## src/rtl/stream_pkg.sv

```systemverilog
// Shared helpers for the stream join/split blocks: FIFO pointer sizing,
// depth computation and the valid/ready fire helper.
package stream_pkg;

  // Pointers carry one extra bit so full and empty are distinguishable.
  function automatic int fifo_ptr_w(input int addr_sz);
    return addr_sz + 1;
  endfunction

  function automatic int fifo_depth(input int addr_sz);
    return 1 << addr_sz;
  endfunction

  function automatic logic hs_fire(input logic valid, input logic ready);
    return valid && ready;
  endfunction

endpackage

```

## src/rtl/stream_split_fifo.sv

```systemverilog
// Per-side circular-buffer FIFO for stream_split. Head data reads as 0 while empty;
// full/empty/count are derived from registered pointers only.
module stream_split_fifo
  import stream_pkg::*;
#(
  parameter int WIDTH   = 8,
  parameter int ADDR_SZ = 1
) (
  input  logic               clk,
  input  logic               reset_n,
  input  logic               i_wr,
  input  logic [WIDTH-1:0]   i_data,
  output logic               o_full,
  input  logic               i_rd,
  output logic [WIDTH-1:0]   o_data,
  output logic               o_empty,
  output logic [ADDR_SZ:0]   o_count
);

  localparam int PTR_W = fifo_ptr_w(ADDR_SZ);
  localparam int DEPTH = fifo_depth(ADDR_SZ);
  localparam logic [PTR_W-1:0] DEPTH_CNT = PTR_W'(DEPTH);

  logic [PTR_W-1:0] wr_ptr;
  logic [PTR_W-1:0] rd_ptr;
  logic [PTR_W-1:0] count;
  logic [WIDTH-1:0] mem [DEPTH];
  logic             wr_en;
  logic             rd_en;

  assign count   = wr_ptr - rd_ptr;
  assign o_full  = (count == DEPTH_CNT);
  assign o_empty = (count == '0);
  assign o_count = count;

  // Overflow/underflow requests are ignored rather than corrupting the pointers.
  assign wr_en = i_wr && !o_full;
  assign rd_en = i_rd && !o_empty;

  always_ff @(posedge clk or negedge reset_n) begin
    if (!reset_n) begin
      wr_ptr <= '0;
      rd_ptr <= '0;
    end else begin
      if (wr_en) wr_ptr <= wr_ptr + 1'b1;
      if (rd_en) rd_ptr <= rd_ptr + 1'b1;
    end
  end

  always_ff @(posedge clk) begin
    if (wr_en) mem[wr_ptr[ADDR_SZ-1:0]] <= i_data;
  end

  assign o_data = o_empty ? '0 : mem[rd_ptr[ADDR_SZ-1:0]];

endmodule

```

## src/rtl/stream_split.sv

```systemverilog
// Splits one valid/ready stream into independent left/right streams via per-side FIFOs.
// Optional feature macro: STREAM_SPLIT_MASK_EN adds i_mask to select written sides.
module stream_split
  import stream_pkg::*;
#(
  parameter int LEFT_WIDTH   = 8,
  parameter int RIGHT_WIDTH  = 8,
  parameter int FIFO_ADDR_SZ = 1,
  parameter int IN_WIDTH     = LEFT_WIDTH + RIGHT_WIDTH
) (
  input  logic                    clk,
  input  logic                    reset_n,
  input  logic                    i_valid,
  output logic                    i_ready,
  input  logic [IN_WIDTH-1:0]     i_data,
`ifdef STREAM_SPLIT_MASK_EN
  input  logic [1:0]              i_mask,
`endif
  output logic                    o_left_valid,
  input  logic                    o_left_ready,
  output logic [LEFT_WIDTH-1:0]   o_left_data,
  output logic [FIFO_ADDR_SZ:0]   o_left_count,
  output logic                    o_right_valid,
  input  logic                    o_right_ready,
  output logic [RIGHT_WIDTH-1:0]  o_right_data,
  output logic [FIFO_ADDR_SZ:0]   o_right_count
);

  // Handshake: a beat transfers on a rising clk edge where valid && ready.
  // Producers hold valid and data stable until the transfer; ready never
  // depends combinationally on the opposite side's ready.

  logic fire_in;
  logic left_full;
  logic right_full;
  logic left_empty;
  logic right_empty;
  logic left_wr;
  logic right_wr;
  logic left_rd;
  logic right_rd;

`ifdef STREAM_SPLIT_MASK_EN
  // Only sides selected by the mask can block or receive the beat.
  assign i_ready  = reset_n && !(i_mask[1] && left_full) && !(i_mask[0] && right_full);
  assign left_wr  = fire_in && i_mask[1];
  assign right_wr = fire_in && i_mask[0];
`else
  assign i_ready  = reset_n && !left_full && !right_full;
  assign left_wr  = fire_in;
  assign right_wr = fire_in;
`endif

  assign fire_in       = hs_fire(i_valid, i_ready);
  assign o_left_valid  = !left_empty;
  assign o_right_valid = !right_empty;
  assign left_rd       = hs_fire(o_left_valid, o_left_ready);
  assign right_rd      = hs_fire(o_right_valid, o_right_ready);

  stream_split_fifo #(
    .WIDTH   (LEFT_WIDTH),
    .ADDR_SZ (FIFO_ADDR_SZ)
  ) u_left_fifo (
    .clk     (clk),
    .reset_n (reset_n),
    .i_wr    (left_wr),
    .i_data  (i_data[IN_WIDTH-1:RIGHT_WIDTH]),
    .o_full  (left_full),
    .i_rd    (left_rd),
    .o_data  (o_left_data),
    .o_empty (left_empty),
    .o_count (o_left_count)
  );

  stream_split_fifo #(
    .WIDTH   (RIGHT_WIDTH),
    .ADDR_SZ (FIFO_ADDR_SZ)
  ) u_right_fifo (
    .clk     (clk),
    .reset_n (reset_n),
    .i_wr    (right_wr),
    .i_data  (i_data[RIGHT_WIDTH-1:0]),
    .o_full  (right_full),
    .i_rd    (right_rd),
    .o_data  (o_right_data),
    .o_empty (right_empty),
    .o_count (o_right_count)
  );

endmodule

```

## config.mk

```make
export PLATFORM = sky130hd
export DESIGN_NAME = stream_split
export DESIGN_NICKNAME = d
export VERILOG_FILES = /design/src/rtl/stream_pkg.sv /design/src/rtl/stream_split_fifo.sv /design/src/rtl/stream_split.sv
export SDC_FILE = /design/constraint.sdc
export NUM_CORES = 1
export LEC_CHECK = 0
export ABC_CLOCK_PERIOD_IN_PS = 2470
export BUFFER_PORTS_ARGS = -buffer_cell sky130_fd_sc_hd__buf_2
export CORE_UTILIZATION = 42
export CTS_BUF_LIST = sky130_fd_sc_hd__clkbuf_8
export DETAILED_ROUTE_END_ITERATION = 10
export HOLD_SLACK_MARGIN = 0.12
export PLACE_DENSITY = 0.67
export SYNTH_ARGS = -nofsm -noshare
export SYNTH_HDL_FRONTEND = slang
export SYNTH_SLANG_ARGS = --single-unit
```

## constraint.sdc

```tcl
create_clock -name clk -period 2.47 [get_ports clk]
set_input_delay 0.247 -clock clk [delete_from_list [all_inputs] [get_ports clk]]
set_output_delay 0.247 -clock clk [all_outputs]
set_load 0.01 [all_outputs]
```

---- Word-level counts from Yosys, hierarchy flattened ----
Memory sizes are Yosys's and may differ from the RTL's.
Cells that the tools add are included.
storage, ports and cells
  bits in registers ....................... 8
  memories kept ........................... 2
  bits in writable memories ............... 32
  output and inout port bits .............. 23
memories
  name              words  width  rd ports  clocked after memory_dff  wr ports  line                     text
  u_left_fifo.mem   2      8      1         0                         1         stream_split_fifo.sv:27  logic [WIDTH-1:0] mem [DEPTH];
  u_right_fifo.mem  2      8      1         0                         1         stream_split_fifo.sv:27
cells by class
  add/subtract/negate cells ............... 6
  mux-type cells .......................... 6
  reduce and logical (&&, ||, !) cells .... 15
  eq/ne operators ......................... 2
operators with widths
  kind                 count
  $mux 8               2
  $logic_and 1x1->1    9
  $add 2x1->2 const B  4
  $eq 2x2->1 const B   2
  $logic_not 1->1      4
  $logic_not 2->1      2
  $mux 1               4
  $sub 2x2->2          2

---- Logic depth before layout (Yosys ltp) ----
  word-level depth ........................ 9
  depth in mapped cells ................... 7
  mapped depth without buffers ............ 6

---- Hierarchy ----
A second synthesis with hierarchy kept.
second synthesis, totals
  cell total of the unflattened synthesis .. 126
  area, all modules ....................... 1,719.1 um^2
by module, submodules not included
  module             times used  cells each  area an instance (um^2)  seq. area each (um^2)
  stream_split_fifo  2           60          839.6                    580.6
  stream_split       1           6           40.0                     0.0

---- Worst setup path before layout ----
No wires, ideal clock.
  path type ............................... flip-flop to flip-flop
  from .................................... register u_right_fifo.wr_ptr[0]
  to ...................................... memory u_left_fifo.mem[0][0] (enable)
  slack ................................... 514 ps
  library setup time ...................... 370 ps
  path buffers ............................ 0
  stages on the path, launching flop included .. 7
  data arrival time ....................... 1,586 ps
  path through ............................ dfrtp_1 inv_1 ha_1 inv_1 o221a_2 nand2_2 nor2_1
between the ends
  cells in the longest elaborated chain, start to end .. 8
RTL lines
  item                          line                     text
  start: declaration            stream_split_fifo.sv:24  logic [PTR_W-1:0] wr_ptr;
  start signal: assignment      stream_split_fifo.sv:45  if (wr_en) wr_ptr <= wr_ptr + 1'b1;
  $sub 2x2->2                   stream_split_fifo.sv:31  assign count = wr_ptr - rd_ptr;
  net o_right_count[0]          stream_split.sv:26       output logic [FIFO_ADDR_SZ:0] o_right_count
  $eq 2x2->1                    stream_split_fifo.sv:32  assign o_full = (count == DEPTH_CNT);
  $logic_not 1->1               stream_split.sv:49       assign i_ready = reset_n && !left_full && !right_full;
  $logic_and 1x1->1             stream_split.sv:49
  net i_ready                   stream_split.sv:14       output logic i_ready,
  $logic_and 1x1->1             stream_pkg.sv:15         return valid && ready;
  $logic_and 1x1->1             stream_split_fifo.sv:37  assign wr_en = i_wr && !o_full;
  $mux 1                        stream_split_fifo.sv:51  if (wr_en) mem[wr_ptr[ADDR_SZ-1:0]] <= i_data;
  $mux 1 (implied by the code)  stream_split_fifo.sv:51
  end: declaration              stream_split_fifo.sv:27
The timed path passes the listed nets, and every way through them passes these cells.

---- Worst setup path after layout ----
  from .................................... register u_right_fifo.wr_ptr[0]
  to ...................................... output o_right_data[3]
between the ends
  cells in the longest elaborated chain, start to end .. 3
RTL lines
  item              line                     text
  $sub 2x2->2       stream_split_fifo.sv:31
  $logic_not 2->1   stream_split_fifo.sv:33  assign o_empty = (count == '0);
  $mux 8            stream_split_fifo.sv:54  assign o_data = o_empty ? '0 : mem[rd_ptr[ADDR_SZ-1:0]];
  end: declaration  stream_split.sv:25       output logic [RIGHT_WIDTH-1:0] o_right_data,
Every way passes these cells.

==> out/results.tsv <==
metric	value	unit
LEAKAGE	0.887	nW
num rows	22	
Max Cap Viol	0	
layout cell share with drive strength beyond 1	38.9	%
Critical Path Fanout Max	9	
crit start category	flip-flop	
cts bufs inserted	5	
initial core utilization	44.5	%
GRT Total Usage	16.0	%
RSZ-0062 raised after global routing	false	
H-tree depth	2	
CTS tree	built	
status	finished clean	
hold crit path type	in -> reg	
Final setup viols	0	
Syn-to-layout area delta	23.7	%
Synth Area per Inst	15.1	µm²
setup_tns	0	ns
Clock Path Buffers	2	
syn_nets	133	
vias per cell	4.65	
DIE WIDTH	64.9	µm
clock skew	0.00407	ns
fillcell total	323	
Final Hold Violating Endpoints	0	
Via Count	976	
Final min period	1.91	ns
Seq cells post-synth	40	
nets	184	
HPWL after DPL	2.13	mm
Rel. slew slack	75.0	%
total grt overflow	0	
die area	4220	µm²
clock root buffer	clkbuf_8	
area of the mapped netlist	1660	µm²
Pwr per Cell Area	1440	nW/µm²
VDD IR-drop max	0.611	mV
Max Clock Freq	524	MHz
largest net degree at the start of global routing	14	
Final Wtd Congestion	0.706	
total power	0.00296	W
Tcrit/Tclk final	77.3	%
Core Region	3740	µm²
Netlist cell types	15	
sequential-to-total area share from yosys stat	69.8	%
number of global-route vias before repair	1063	
Port Buffers	43	
Worst-Margin Slew	0.375	ns
Setup Crit Path Kind	reg -> out	
CP arrival	1.66	ns
Critical Path RT	2.22	ns
Worst-path clk slew	0.08	ns
Die Ht	64.9	µm
first-pass GRT wire length	4.85	mm
placed cells	201	
warning count from the yosys run	0	
Non-Filler Instances	210	
IO Pins	44	
worst skew pair latency	0.28	ns
drt wl/cell	13.7	µm
Final Slew Violations	0	
Final ANT Viol Nets	0	
initial antenna violation count	0	
cts repair resizes	0	
Iteration-0 DRC Markers	36	
First-pass DRT Iterations	4	
ANT cells	0	
Setup crit end kind	output port	
Syn Inst Count	110	
TritonCTS Sinks	40	
final WL	2.87	mm
DRC viols	0	
-- metrics by stage --
step | instance area [µm²] | setup slack [ns] | hold slack (ns) | util, %
finish | 2060 | 0.560 | 0.146 | 55.0
global route | 2060 | 0.402 | 0.130 | 55.0
CTS | 2060 | 0.511 | 0.132 | 55.0
detailed placement | 1940 | 0.634 | 0.111 | 51.7
global placement | 1940 | 0.735 | 0.102 | 51.7
floorplan | 1660 | 0.514 | -0.0486 | -
-- cells in the final DEF, fill, tap and decap left out --
cell type       n
and2_1          2
buf_2          43
buf_4           4
bufinv_16       1
clkbuf_8        5
clkinv_2        1
clkinvlp_4      1
dfrtp_1         8
dlygate4sd3_1   1
edfxtp_1       32
ha_1            2
inv_1           6
inv_4           2
mux2i_1        16
nand2_1         2
nand2_2         1
nand3_2         4
nor2_1         18
o221a_2         1
xnor2_1        12
-- critical path, stage by stage, from the launching register on --
cell and delay, ns:
dfrtp_1 0.41, inv_1 0.06, ha_1 0.29, and2_1 0.35
nor2_1 0.11, buf_2 0.15
-- final cells by class --
type	instances	area [µm²]	share of cell area, %
clock buffer	5	68.8	3.34
clock inverter	3	42.5	2.07
inverter	8	35.0	1.70
multi-input combinational	58	435	21.2
sequential	40	1160	56.4
tap	48	60.1	2.92
timing repair buffer	48	255	12.4
-- power breakdown --
part	switching [W]	total [W]	internal (W)
logic	0.000828	0.00144	0.000616
registers	0.0000844	0.000998	0.000914
clock network	0.000216	0.000515	0.000299
-- logic make-up (layout without fill, tap and decap cells) --
| logic type | after synthesis | count (layout) | share of synthesized area [%] |
|---|---|---|---|
| AOI/OAI and AO/OA | 1 | 1 | 0.677 |
| and+or+nand+nor | 27 | 27 | 8.05 |
| muxes | 16 | 16 | 9.62 |
| adders and majority gates | 2 | 2 | 1.50 |
| DFF | 40 | 40 | 69.8 |
| xor gates and xnor gates | 12 | 12 | 6.32 |
| buffers and inverters | 12 | 64 | 4.06 |
-- worst paths after layout --
kind	from	endpoint	slack, ns	cells past startpoint
setup / recovery	u_right_fifo.wr_ptr[0]	o_right_data[3]	0.56	5
hold reg to reg	u_right_fifo.wr_ptr[1]	u_right_fifo.wr_ptr[1]	0.50	1
setup reg to reg	u_right_fifo.wr_ptr[0]	u_left_fifo.mem[1][6]	0.65	6
hold / removal	i_data[5]	u_right_fifo.mem[1][5]	0.15	1
min in group asynchronous	reset_n	u_left_fifo.rd_ptr[0]	0.34	2
max in group asynchronous	reset_n	u_right_fifo.wr_ptr[1]	1.94	2
-- synthesized netlist by cell type --
cell type	number	share of area, %
mux2i_1	16	9.6
buf_6	2	1.4
buf_2	2	0.60
ha_1	2	1.5
xnor2_1	12	6.3
nand2_2	1	0.38
inv_1	6	1.4
nand2_1	2	0.45
nand3_2	4	2.4
o221a_2	1	0.68
nor2_1	18	4.1
edfxtp_1	32	58
dfrtp_1	8	12
and2_1	2	0.75
inv_4	2	0.75
-- flip-flops by register name, indices dropped and copies added, names as in the netlist --
name	cells
u_left_fifo.mem	16
u_right_fifo.mem	16
u_left_fifo.rd_ptr	2
u_left_fifo.wr_ptr	2
u_right_fifo.rd_ptr	2
u_right_fifo.wr_ptr	2
-- layer usage --
| metal | wire length [µm] | global-route usage [%] | vias to the layer above |
|---|---|---|---|
| met4 | 30 | 7.50 | 0 |
| met2 | 1480 | 26.4 | 25 |
| li1 | - | - | 479 |
| met1 | 1210 | 18.7 | 470 |
| met3 | 148 | 5.28 | 2 |
| met5 | 0 | 0 | - |
-- timing repair --
action                    in CTS  in global routing
hold buffers                   1                  0
hold endpoints to repair       8                  0
buffers inserted               0                  0
Power figures use the tool's default switching activity.
